### config.mk
export PLATFORM = sky130hd
export DESIGN_NAME = spi_pts_tx
export DESIGN_NICKNAME = d
export VERILOG_FILES = /design/src/rtl/spi_pts_pkg.sv /design/src/rtl/pts_hold_buf.sv /design/src/rtl/spi_pts_tx.sv
export SDC_FILE = /design/constraint.sdc
export NUM_CORES = 1
export LEC_CHECK = 0
export BUFFER_PORTS_ARGS = -buffer_cell sky130_fd_sc_hd__buf_4
export CORE_ASPECT_RATIO = 1.2
export CORE_MARGIN = 4
export CORE_UTILIZATION = 56
export CTS_CLUSTER_SIZE = 25
export DETAILED_ROUTE_END_ITERATION = 8
export PLACE_DENSITY_LB_ADDON = 0.25
export SLEW_MARGIN = 25
export SYNTH_ARGS = -nofsm -noshare
export SYNTH_HDL_FRONTEND = slang
export SYNTH_SLANG_ARGS = --single-unit
### constraint.sdc
create_clock -name clk -period 2.4 [get_ports clk]
set_clock_uncertainty 0.1 [all_clocks]
set_input_delay 0.12 -clock clk [delete_from_list [all_inputs] [get_ports clk]]
set_output_delay 0.12 -clock clk [all_outputs]
set_load 0.02 [all_outputs]
### src/rtl/spi_pts_pkg.sv
// Shared types and sizing helpers for the spi_pts_tx MISO serialiser.
package spi_pts_pkg;

  typedef enum logic {
    IDLE   = 1'b0,
    ACTIVE = 1'b1
  } pts_state_t;

  localparam int WORD_CNT_W = 16;

  // Width of a counter that must hold the values 0..data_w inclusive.
  function automatic int cnt_w(input int data_w);
    return $clog2(data_w + 1);
  endfunction

endpackage

### src/rtl/pts_hold_buf.sv
// One-entry valid/ready holding buffer; a pop with the buffer empty takes the
// incoming write directly (bypass) so the word never lands in the buffer.
module pts_hold_buf #(
  parameter int DATA_W = 12
) (
  input  logic              clk,
  input  logic              rst,
  input  logic              wr_valid,
  input  logic [DATA_W-1:0] wr_data,
  output logic              wr_ready,
  input  logic              pop,
  output logic              out_valid,
  output logic [DATA_W-1:0] out_data
);

  logic              hold_vld_q, hold_vld_d;
  logic [DATA_W-1:0] hold_q, hold_d;
  logic              wr_fire;

  always_comb begin
    wr_fire    = wr_valid && !hold_vld_q;
    out_valid  = hold_vld_q || wr_fire;
    out_data   = hold_vld_q ? hold_q : wr_data;
    hold_vld_d = hold_vld_q;
    hold_d     = hold_q;
    if (pop && hold_vld_q) begin
      hold_vld_d = 1'b0;
    end else if (wr_fire && !pop) begin
      hold_vld_d = 1'b1;
      hold_d     = wr_data;
    end
  end

  always_ff @(posedge clk) begin
    if (rst) begin
      hold_vld_q <= 1'b0;
      hold_q     <= '0;
    end else begin
      hold_vld_q <= hold_vld_d;
      hold_q     <= hold_d;
    end
  end

  assign wr_ready = !hold_vld_q;

endmodule

### src/rtl/spi_pts_tx.sv
// SPI slave MISO serialiser with a one-word holding buffer and underrun flag.
// Optional PTS_WORD_COUNT_EN adds a saturating per-frame completed-word counter.
module spi_pts_tx
  import spi_pts_pkg::*;
#(
  parameter int   DATA_W    = 12,
  parameter bit   MSB_FIRST = 1'b1,
  parameter logic IDLE_VAL  = 1'b1
) (
  input  logic              clk,
  input  logic              rst,
  input  logic              wr_valid,
  input  logic [DATA_W-1:0] wr_data,
  output logic              wr_ready,
  input  logic              frame_start,
  input  logic              frame_end,
  input  logic              shift_pulse,
  input  logic              clr_underrun,
  output logic              miso,
  output logic              busy,
  output logic              underrun
`ifdef PTS_WORD_COUNT_EN
  ,output logic [WORD_CNT_W-1:0] word_count
`endif
);

  localparam int              CW       = cnt_w(DATA_W);
  localparam logic [CW-1:0]   CNT_FULL = CW'(DATA_W);
  localparam logic [CW-1:0]   CNT_ONE  = CW'(1);
  localparam logic [DATA_W-1:0] FILL   = {DATA_W{IDLE_VAL}};

  pts_state_t        state_q, state_d;
  logic [DATA_W-1:0] sr_q, sr_d;
  logic [CW-1:0]     cnt_q, cnt_d;
  logic              underrun_q, underrun_d;
  logic              reload, start_frame, word_done;
  logic              buf_valid;
  logic [DATA_W-1:0] buf_data;

  pts_hold_buf #(.DATA_W(DATA_W)) u_hold (
    .clk      (clk),
    .rst      (rst),
    .wr_valid (wr_valid),
    .wr_data  (wr_data),
    .wr_ready (wr_ready),
    .pop      (reload),
    .out_valid(buf_valid),
    .out_data (buf_data)
  );

  always_comb begin
    state_d     = state_q;
    sr_d        = sr_q;
    cnt_d       = cnt_q;
    underrun_d  = underrun_q && !clr_underrun;
    reload      = 1'b0;
    start_frame = 1'b0;
    word_done   = 1'b0;

    case (state_q)
      IDLE: begin
        if (frame_start && !frame_end) begin
          state_d     = ACTIVE;
          start_frame = 1'b1;
          reload      = 1'b1;
        end
      end
      ACTIVE: begin
        if (frame_end) begin
          state_d = IDLE;
          sr_d    = FILL;
          cnt_d   = '0;
        end else if (shift_pulse) begin
          if (cnt_q > CNT_ONE) begin
            sr_d  = MSB_FIRST ? {sr_q[DATA_W-2:0], IDLE_VAL} : {IDLE_VAL, sr_q[DATA_W-1:1]};
            cnt_d = cnt_q - CNT_ONE;
          end else begin
            word_done = 1'b1;
            reload    = 1'b1;
          end
        end
      end
      default: state_d = IDLE;
    endcase

    // Reload comes after the clear so a fresh underrun wins over clr_underrun.
    if (reload) begin
      cnt_d = CNT_FULL;
      if (buf_valid) begin
        sr_d = buf_data;
      end else begin
        sr_d       = FILL;
        underrun_d = 1'b1;
      end
    end
  end

  always_ff @(posedge clk) begin
    if (rst) begin
      state_q    <= IDLE;
      sr_q       <= FILL;
      cnt_q      <= '0;
      underrun_q <= 1'b0;
    end else begin
      state_q    <= state_d;
      sr_q       <= sr_d;
      cnt_q      <= cnt_d;
      underrun_q <= underrun_d;
    end
  end

`ifdef PTS_WORD_COUNT_EN
  logic [WORD_CNT_W-1:0] word_count_q, word_count_d;

  always_comb begin
    word_count_d = word_count_q;
    if (start_frame) begin
      word_count_d = '0;
    end else if (word_done && (word_count_q != {WORD_CNT_W{1'b1}})) begin
      word_count_d = word_count_q + 1'b1;
    end
  end

  always_ff @(posedge clk) begin
    if (rst) begin
      word_count_q <= '0;
    end else begin
      word_count_q <= word_count_d;
    end
  end

  assign word_count = word_count_q;
`else
  logic unused_ok;
  assign unused_ok = start_frame ^ word_done;
`endif

  assign miso     = MSB_FIRST ? sr_q[DATA_W-1] : sr_q[0];
  assign busy     = (state_q == ACTIVE);
  assign underrun = underrun_q;

endmodule

==> reports/metrics.cfg <==
[run_status]
status=completed

[sta]
worst_slew_pin_slew_ps=619
tns_ps=0
hold_viol_final=0
relSlewSlack_pct=58.7
fin_crit_sh_pct=90.3
slew_viol_final=0
finalSetupViolCount=0
layout_min_cycle_time_ps=2170
max_freq_mhz=461
rsz0062_at_grt=no

[synth]
syn_area_mm2=0.00163
synth_xor_area_share_pct=0
synth-edff-count=0
seq_area_frac_synth_pct=38.0
syn_inst=184
yosysWarnings=0
synth_common_cells=dfxtp_1, nor2_1, nand2b_1, a2bb2oi_1, mux2i_1
yosys.area.top_type=dfxtp_1
yosysMostFrequentCell=dfxtp_1
synthAdderAreaFrac_pct=1.53
synthSimpleGateAreaFrac_pct=22.6
synth_top_family_by_area=compound AO/OA/AOI/OAI gates
synth_cell_types=36
ys_seq_elements=31
syn_nets=205
synth_top_area_share_pct=38.0
synthTopCellsByArea=dfxtp_1, nand2b_1, mux2i_1
syn_avg_cell_area_um2=8.88
synth_ff_type=dfxtp_1
muxShareOfSynthArea_pct=7.35
async_flop_share_pct=0
synth_compound_area_share_pct=24.2

[min_path]
whs_endpoint=cnt_q[3]
hold_path.startpoint=shift_pulse
hold_path_depth=4
hold_path_class=input pin to register

[layout]
multi_input_area_um2=915
syn_to_final_growth_pct=24.3
finish.net_count=239
seq_area_um2=621
drive_gt1_share_pct=20.5
fillers=215
antenna_cells=0
fin_util_pct=73.0

[worst_setup_path]
r2r_end=cnt_q[3]
worstPathMaxFanout=12
arrival_ps=2310
endpoint_kind=register
required_ps=2540
ff2ff_setup_slack_ps=230
r2r_cells=7
r2r_start=cnt_q[0]
setup.worst_path.class=register to register
startpoint_type=register

[global_routing]
grt_overflow=0
grt_antenna_before_repair=0
grt_max_degree=44
grt_usage_pct=22.3
grt_pass1_vias=1480
grt_pass1_wl_um=6620

[drt]
drtIter0Drc=44
route.antenna.remaining_nets=0
via_per_inst=5.85
drt_pass1_iterations=4
drc=0
wl_per_cell_um=15.5
wirelength_um=3910
num_vias=1481

[floorplan]
die_w_um=57.3
core_mm2=0.00279
initial_core_util_pct=58.7
die_area_mm2=0.00385
rows=21
fp.dieH_um=67.2
io-pin-count=23

[job]
cap_violations=0

[placement]
dp_hpwl_um=2560
io_buffer_count=22
place.gp.congestion=0.863

[pwr]
power_switching_w=0.000333
internal-power_w=0.000926
power.leakage_nw=0.820
clkPwrFrac_pct=34.2
vdd_drop_max_v=0.000496
power_density_mw_per_mm2=619
p_sw_share_pct=26.5
seqPwrFrac_pct=46.2
pwr-share-comb_pct=19.7

[clocking]
path_clk_slew_ps=110
clk-insertion-delay-late_ps=350
cts_setup_buffers=0
cts_made_buffers=5
htree_levels=2
cts_root_buf=clkbuf_4
clock_path_buffers=2
cts_tree=done
clock_sinks=31

## metal layers
metal / part of all wire [%] / routed length [um] / vias to the layer above / global-route usage [%]
li1: - / - / 729 / -
met1: 42 / 1650 / 702 / 25.2
met2: 50 / 1960 / 38 / 39.6
met3: 4.7 / 185 / 12 / 5.16
met4: 2.8 / 110 / 0 / 10.7
met5: 0 / 0 / - / 0
## final cells by class
class	count	share of cell area, %
Inverter	4	0.739
Tap cell	34	2.09
Sequential cell	31	30.5
Timing Repair Buffer	42	17.4
Clock inverter	2	1.72
Multi-Input combinational cell	134	45.0
Clock buffer	6	2.52
## repair_timing
item / in CTS / in global routing
gates resized for setup: 0 / 1
hold buffers: 15 / 0
endpoints found under the setup margin: 0 / 2
hold endpoints to repair: 14 / 0
## worst max-delay path by stage
stage	start	to	slack (ps)	cells past startpoint
after floorplan	cnt_q[0]	u_hold.hold_q[0]	500	7
after global placement	cnt_q[0]	cnt_q[3]	330	7
after detailed placement	cnt_q[0]	sr_q[11]	240	7
after CTS	cnt_q[0]	cnt_q[3]	180	7
after global routing	cnt_q[0]	cnt_q[3]	80	7
final	cnt_q[0]	cnt_q[3]	230	7
## state kept, by name (all words and copies together) (netlist names)
name               count
u_hold.hold_vld_q      1
cnt_q                  4
u_hold.hold_q         12
underrun               1
busy                   1
sr_q                  12
## cells in the final DEF (no fill, tap or decap), drive strengths merged, types with 3 or more instances in the layout
cell         synthesis  routed
mux2i               12      12
or3                  3       3
nor2                29      29
dlygate4sd3          0      15
nand2b              24      24
o21ai               13      13
a21oi                5       5
nand2                3       3
clkbuf               8       6
dfxtp               31      31
buf                  7      27
inv                  4       4
a2bb2oi             12      12
a221oi              11      11
## power by group through the flow
stage | logic [W] | registers, W | clock network [W]
global route | 0.000271 | 0.000585 | 0.000458
floorplan | 0.000162 | 0.000588 | 0
finish | 0.000247 | 0.000581 | 0.000430
CTS | 0.000245 | 0.000581 | 0.000436
detailed placement | 0.000224 | 0.000592 | 0
global placement | 0.000217 | 0.000589 | 0
## worst max-delay path, stage by stage, from the launching register on
cell and delay (ps):
dfxtp_1 420, inv_1 70, ha_1 220, or2_1 260
a41o_2 360, buf_4 220, a311oi_1 330, nor2_1 90
## cell families (layout without fill, tap and decap cells)
logic type / count (synthesis) / after routing
compound gates: 51 / 51
fa+ha+maj: 2 / 2
buf+inv: 19 / 54
flops: 31 / 31
mux: 12 / 12
simple gates: 69 / 69
## through the flow
| step | power, W | setup WS [ps] | hold slack (ps) | area (um2) | cells |
|---|---|---|---|---|---|
| finish | 0.00126 | 233 | 26.0 | 2030 | 253 |
| global route | 0.00131 | 77.7 | 61.6 | 2030 | 253 |
| CTS | 0.00126 | 180 | 22.0 | 2030 | 253 |
| detailed placement | 0.000816 | 236 | 295 | 1790 | 230 |
| global placement | 0.000807 | 334 | 285 | 1790 | 230 |
| floorplan | 0.000750 | 498 | 175 | 1630 | 184 |
Power figures use the tool's default switching activity.
